`src/rtl/fetch_pkg.sv`:
```
// fetch_pkg: shared state encoding and constants for the fetch unit; FETCH_MISALIGN_TRAP_EN adds the FAULT state
package fetch_pkg;
`ifdef FETCH_MISALIGN_TRAP_EN
  typedef enum logic [1:0] {IDLE, REQ, WRITE, FAULT} state_t;
`else
  typedef enum logic [1:0] {IDLE, REQ, WRITE} state_t;
`endif
  localparam int INSTR_BYTES = 4;
  localparam logic [31:0] DEFAULT_RESET_PC = 32'h0000_0000;
  localparam logic [31:0] NOP_INSTR = 32'h0000_0013;
endpackage

```
`src/rtl/fetch_pc_reg.sv`:
```
// fetch_pc_reg: PC register with load mux and +4 incrementer; without FETCH_MISALIGN_TRAP_EN loads are word-aligned
module fetch_pc_reg
  import fetch_pkg::*;
#(
  parameter int XLEN = 32,
  parameter logic [XLEN-1:0] RESET_PC = XLEN'(DEFAULT_RESET_PC)
) (
  input  logic            clk,
  input  logic            reset,
  input  logic            load,
  input  logic [XLEN-1:0] load_val,
  input  logic            incr,
  output logic [XLEN-1:0] pc
);
  logic [XLEN-1:0] r_pc;
  logic [XLEN-1:0] w_load_val;
`ifdef FETCH_MISALIGN_TRAP_EN
  assign w_load_val = load_val;
`else
  assign w_load_val = load_val & ~XLEN'(3);
`endif
  assign pc = r_pc;
  // PC update: reset, then load, then sequential increment (wraps modulo 2^XLEN)
  always_ff @(posedge clk) begin
    if (reset) r_pc <= RESET_PC;
    else if (load) r_pc <= w_load_val;
    else if (incr) r_pc <= r_pc + XLEN'(INSTR_BYTES);
  end
endmodule

```
`src/rtl/instr_fetch_unit.sv`:
```
// instr_fetch_unit: multi-cycle fetch FSM feeding the instruction register; FETCH_MISALIGN_TRAP_EN enables misaligned-fetch trap
module instr_fetch_unit
  import fetch_pkg::*;
#(
  parameter int XLEN = 32,
  parameter logic [XLEN-1:0] RESET_PC = XLEN'(DEFAULT_RESET_PC)
) (
  input  logic            clk,
  input  logic            reset,
  input  logic            fetch_start,
  input  logic            pc_load,
  input  logic [XLEN-1:0] pc_in,
  output logic            mem_req,
  output logic [XLEN-1:0] mem_addr,
  input  logic [31:0]     mem_rdata,
  input  logic            mem_ready,
  output logic [31:0]     instr_out,
  output logic            IRwrite,
  output logic [XLEN-1:0] pc_out,
  output logic [XLEN-1:0] pc_next,
  output logic            busy
`ifdef FETCH_MISALIGN_TRAP_EN
  ,output logic           fetch_fault
`endif
);
  state_t r_state;
  state_t w_state_nxt;
  logic [31:0] r_instr;
  logic [XLEN-1:0] r_pc_out;
  logic [XLEN-1:0] w_pc;
  logic w_pc_load;
  logic w_pc_incr;
  logic w_capture;
  fetch_pc_reg #(.XLEN(XLEN), .RESET_PC(RESET_PC)) u_pc (
    .clk(clk),
    .reset(reset),
    .load(w_pc_load),
    .load_val(pc_in),
    .incr(w_pc_incr),
    .pc(w_pc)
  );
`ifdef FETCH_MISALIGN_TRAP_EN
  logic [XLEN-1:0] w_eff_pc;
  assign w_eff_pc = pc_load ? pc_in : w_pc;
  assign fetch_fault = r_state == FAULT;
`endif
  assign mem_req = r_state == REQ;
  assign mem_addr = w_pc;
  assign IRwrite = r_state == WRITE;
  assign busy = r_state != IDLE;
  assign instr_out = r_instr;
  assign pc_out = r_pc_out;
  assign pc_next = w_pc;
  // state register plus instruction buffer and its PC, captured on the memory response
  always_ff @(posedge clk) begin
    if (reset) begin
      r_state <= IDLE;
      r_instr <= '0;
      r_pc_out <= RESET_PC;
    end else begin
      r_state <= w_state_nxt;
      if (w_capture) begin
        r_instr <= mem_rdata;
        r_pc_out <= w_pc;
      end
    end
  end
  // next-state and PC control; control inputs are honoured only when not busy
  always_comb begin
    w_state_nxt = r_state;
    w_pc_load = 1'b0;
    w_pc_incr = 1'b0;
    w_capture = 1'b0;
    unique case (r_state)
      IDLE: begin
        w_pc_load = pc_load;
`ifdef FETCH_MISALIGN_TRAP_EN
        if (fetch_start) w_state_nxt = (w_eff_pc[1:0] != 2'b00) ? FAULT : REQ;
`else
        if (fetch_start) w_state_nxt = REQ;
`endif
      end
      REQ: begin
        w_capture = mem_ready;
        w_pc_incr = mem_ready;
        w_state_nxt = mem_ready ? WRITE : REQ;
      end
      WRITE: w_state_nxt = IDLE;
`ifdef FETCH_MISALIGN_TRAP_EN
      FAULT: begin
        w_pc_load = pc_load;
        w_state_nxt = pc_load ? IDLE : FAULT;
      end
`endif
      default: w_state_nxt = IDLE;
    endcase
  end
endmodule

```
`config.mk`:
```
export PLATFORM = sky130hd
export DESIGN_NAME = instr_fetch_unit
export DESIGN_NICKNAME = d
export VERILOG_FILES = /design/src/rtl/fetch_pkg.sv /design/src/rtl/fetch_pc_reg.sv /design/src/rtl/instr_fetch_unit.sv
export SDC_FILE = /design/constraint.sdc
export NUM_CORES = 1
export LEC_CHECK = 0
export BUFFER_PORTS_ARGS = -buffer_cell sky130_fd_sc_hd__buf_2
export CAP_MARGIN = 15
export CORE_ASPECT_RATIO = 0.6
export CORE_MARGIN = 5
export CORE_UTILIZATION = 51
export DETAILED_ROUTE_END_ITERATION = 7
export HOLD_SLACK_MARGIN = 0.03
export PLACE_DENSITY = 0.81
export SETUP_SLACK_MARGIN = 0.02
export SYNTH_ARGS = -nofsm -noshare
export SYNTH_HDL_FRONTEND = slang
export SYNTH_HIERARCHICAL = 1
export SYNTH_SLANG_ARGS = --single-unit
```
`constraint.sdc`:
```
create_clock -name clk -period 6.15 [get_ports clk]
set_input_delay 0.3075 -clock clk [delete_from_list [all_inputs] [get_ports clk]]
set_output_delay 0.3075 -clock clk [all_outputs]
set_load 0.02 [all_outputs]
```
# == Word-level counts from Yosys, hierarchy flattened ==
# Cells that the tools add are included.
# word_totals
regBits,98
out_inout_bits,131
# op_classes
addsub,1
n_eq_ne,3
n_mux,7
reduce_logical,4
# op_table
operator,n
32-bit two-way mux,2
"32-bit by 3-bit adder with 32-bit output, second input constant",1
2-bit two-way mux,2
2-bit case mux with 2 select lines,1
2-bit nonzero test,2
"2-bit by 1-bit == test with 1-bit output, second input constant",1
"2-bit == test, second input constant",1
2-bit logical NOT,1
1-bit two-way mux,2
"2-bit inequality test, second input constant",1
2-bit OR reduction,1

# == Depth between registers and ports, before layout ==
# depth
depth_word,4
mapped_depth,8

# == Hierarchy ==
# Netlist, hierarchy kept.
# modules_own_cells
mod,n_inst,cells_each,area_per_inst_um2
instr_fetch_unit,1,322,3193.1
fetch_pc_reg,1,251,1929.4

# == Worst setup path before layout ==
# No wires, ideal clock.
# synth_path
kind,reg2reg
start,"register u_pc.r_pc[4], in the netlist u_pc/pc[4]"
end,"register u_pc.r_pc[23], in the netlist u_pc/pc[23]"
setup_ns,0.063
t_arrival_ns,1.986
t_required_ns,6.087
slack_ns,4.102
path_stages_with_launch,6
cell_sequence,dfxtp_1 > nand3_4 > or4_1 > buf_2 > or4_1 > nand3_1
# synth_via
elab_chain_len,3
# synth_rtl
element,line,source
from (decl),fetch_pc_reg.sv:15,logic [XLEN-1:0] r_pc;
from (signal assigned),fetch_pc_reg.sv:26,else if (load) r_pc <= w_load_val;
from (signal assigned),fetch_pc_reg.sv:27,else if (incr) r_pc <= r_pc + XLEN'(INSTR_BYTES);
32-bit by 3-bit adder with 32-bit output,fetch_pc_reg.sv:27,
32-bit two-way mux,fetch_pc_reg.sv:27,
32-bit two-way mux,fetch_pc_reg.sv:26,
# Every way passes these cells. The select of a mux whose other input is x is not followed.
# A chain may end at the register's enable or synchronous reset.

# == Final worst setup path ==
# layout_path
start,register r_state[1]
end,"register u_pc.r_pc[30], in the netlist u_pc/pc[30]"
# layout_via
elab_chain_len,3
# layout_rtl
element,line,source
from (decl),instr_fetch_unit.sv:26,state_t r_state;
from (signal assigned),instr_fetch_unit.sv:61,r_state <= w_state_nxt;
2-bit by 1-bit == test with 1-bit output / 2-bit logical NOT (equally long branches),instr_fetch_unit.sv:74,unique case (r_state)
1-bit two-way mux,instr_fetch_unit.sv:74,
2-bit nonzero test (no line) / 32-bit two-way mux (equally long branches),-,
# Parallel ways exist; a longest one is shown, timed or not.

==> qor.csv <==
metric,value,unit
status,finished clean,
p_comb_share,16.1,%
tns,0,ns
max_freq,407,MHz
async_reset_ff_share,0,%
end_kind,flop,
antennaDiodeCount,0,
cts_tree,built,
cts_max_level,3,
antenna_left,0,
crit_fanout,65,
synth_edf_count,0,
syn_area,5120,um^2
synth_xor_area_share,1.88,%
drive_gt1_share,31.5,%
die_h,87.6,um
irDropWorstVdd,0.157,mV
period_share,40.0,%
slowest_stage,buf_4,
drc_errors,0,
syn_inst,573,
clock_power_share,39.4,%
layout_commonest_cell,buf_2,
p_sw_share,28.4,%
synthTopCellsByArea,"dfxtp_1 38%, nand2b_1 16%, mux2i_1 13%",
hpwlAfterDp,10000,um
clock-skew-final,0.00609,ns
clockRootBuffer,clkbuf_16,
layout_common_cells,"192 x buf_2, 130 x nand2b_1, 96 x dfxtp_1",
place.gp.congestion,0.890,
finalHoldViolCount,0,
drt_iter0_drc,284,
cts_resized,0,
fin_cells,852,
chipWidth,139,um
yosysWarningCount,6,
slew_headroom,31.1,%
post_cts_buffers,0,
synth_top_family_by_area,simple AND/OR/NAND/NOR gates,
grt_pass1_vias,4434,
synth_top_area_share,37.5,%
yosys.area_share.adder,0.244,%
nets,782,
drv_slew,0,
period_minus_slack,2.46,ns
yosys-mux-area-fraction,12.7,%
antenna_found_initial,0,
numCtsBuffers,9,
leakagePower,2.65,nW
holdWs,0.209,ns
insertion_delay,0.34,ns
worst_pin_slew,1.03,ns
worstHoldPathType,primary input to flop,
ys_seq_elements,96,
grt_usage,22.4,%
grt_pass1_wl,22200,um
dp.cells,836,
viasPerCell,5.33,
path_cells,and3b_4 -> buf_4 -> nor3b_1 -> a21oi_1 -> nor2_1 -> or3_1,
synthToLayoutAreaGrowth,20.9,%
synth-simple-area-share,30.9,%
coreArea,9840,um^2
rsz0062_at_grt,no,
final_area,6190,um^2
intPower,1.13,mW
clk_path_buf_depth,2,
finalWirelength,14000,um
cap_violations,0,
power_density,254,nW/um^2
ys_dominant_reg_cell,dfxtp_1,
synth_compound_area_share,7.38,%
clock-sinks,96,
synth_cell_types,53,
place_area,5860,um^2
holdBufCountCts,0,
fp.dieArea,12200,um^2
path_clk_slew,0.07,ns
syn_area_per_cell,8.94,um^2
io_buffers,193,
yosysSeqAreaShare,37.5,%
finalSetupViolCount,0,
cp_slowest_stage_delay,0.85,ns
grt_max_degree,98,
initial_core_util,52.0,%
num_rows,28,
grt_remaining_overflow,0,
cp.arrival,2.69,ns
firstDrtPassIters,5,
io_pins,200,
vias,4544,
cp.required,6.38,ns
yosys.area.top_type,dfxtp_1,
post_drt_wl_per_cell,16.4,um
power_frac_seq,44.5,%
startpoint_type,flop,
path_class,flop to flop,
switching_power,446,uW
routing by layer:
metal	global-route usage (%)	routed length (um)	vias to the layer above
li1	-	-	2223
met1	28.8	6270	2113
met2	36.2	6270	193
met3	7.42	1250	15
met4	7.02	172	0
met5	0	0	-
cell families after synthesis:
family / count (synthesis)
AND/OR/NAND/NOR: 266
adder cells (fa/ha/maj): 1
XOR/XNOR: 11
AO/OA/AOI/OAI: 54
other: 1
multiplexers: 65
flip-flops: 96
buffers and inverters: 79
worst max-delay path: cells and delay by family, from the launching register on:
kind            cells  cell delay (ns)
flops               1             0.33
compound gates      1             0.16
buf+inv             1             0.85
simple gates        4             0.99
layout make-up:
type | count | area (um^2)
timing repair buffer | 198 | 1010
tap | 135 | 169
fill | 868 | 3650
inverter | 8 | 30.0
clock inverter | 6 | 91.3
clock buffer | 10 | 239
sequential | 96 | 1920
multi-input combinational | 399 | 2730
power groups by stage:
stage          Combinational, mW  Clock, mW  Sequential, mW
4_1_cts                    0.255      0.634           0.699
3_3_place_gp               0.250          0           0.710
5_1_grt                    0.276      0.657           0.705
6_report                   0.253      0.618           0.700
3_5_place_dp               0.254          0           0.713
2_1_floorplan              0.159          0           0.735
final timing paths:
check             slack, ns       endpoint          start  depth (start not counted)
setup / recovery       3.69    u_pc/pc[30]     r_state[1]                          6
hold / removal         0.21     u_pc/pc[5]       pc_in[5]                          3
setup reg to reg       3.69    u_pc/pc[30]     r_state[1]                          6
hold reg to reg        0.47  instr_out[26]  instr_out[26]                          2
cells in the mapped netlist (all sizes together), types with 9 or more instances:
| library cell | n |
|---|---|
| nand4 | 16 |
| and3 | 9 |
| mux2i | 65 |
| a211oi | 12 |
| clkbuf | 24 |
| nand2b | 130 |
| buf | 47 |
| nor2 | 25 |
| dfxtp | 96 |
| nand3 | 14 |
| nor4 | 11 |
| nand2 | 23 |
| a21oi | 13 |
metrics by stage:
| stage | setup slack [ns] | utilization (%) | power [mW] |
|---|---|---|---|
| global route | 3.55 | 62.9 | 1.64 |
| finish | 3.69 | 62.9 | 1.57 |
| CTS | 3.70 | 62.9 | 1.59 |
| global placement | 3.72 | 59.5 | 0.959 |
| floorplan | 4.10 | - | 0.894 |
| detailed placement | 3.70 | 59.5 | 0.967 |
registers in the layout (all words and copies together), names as in the netlist:
name       flops
pc_out        32
instr_out     32
r_state        2
u_pc/pc       30
Power figures use the tool's default switching activity.
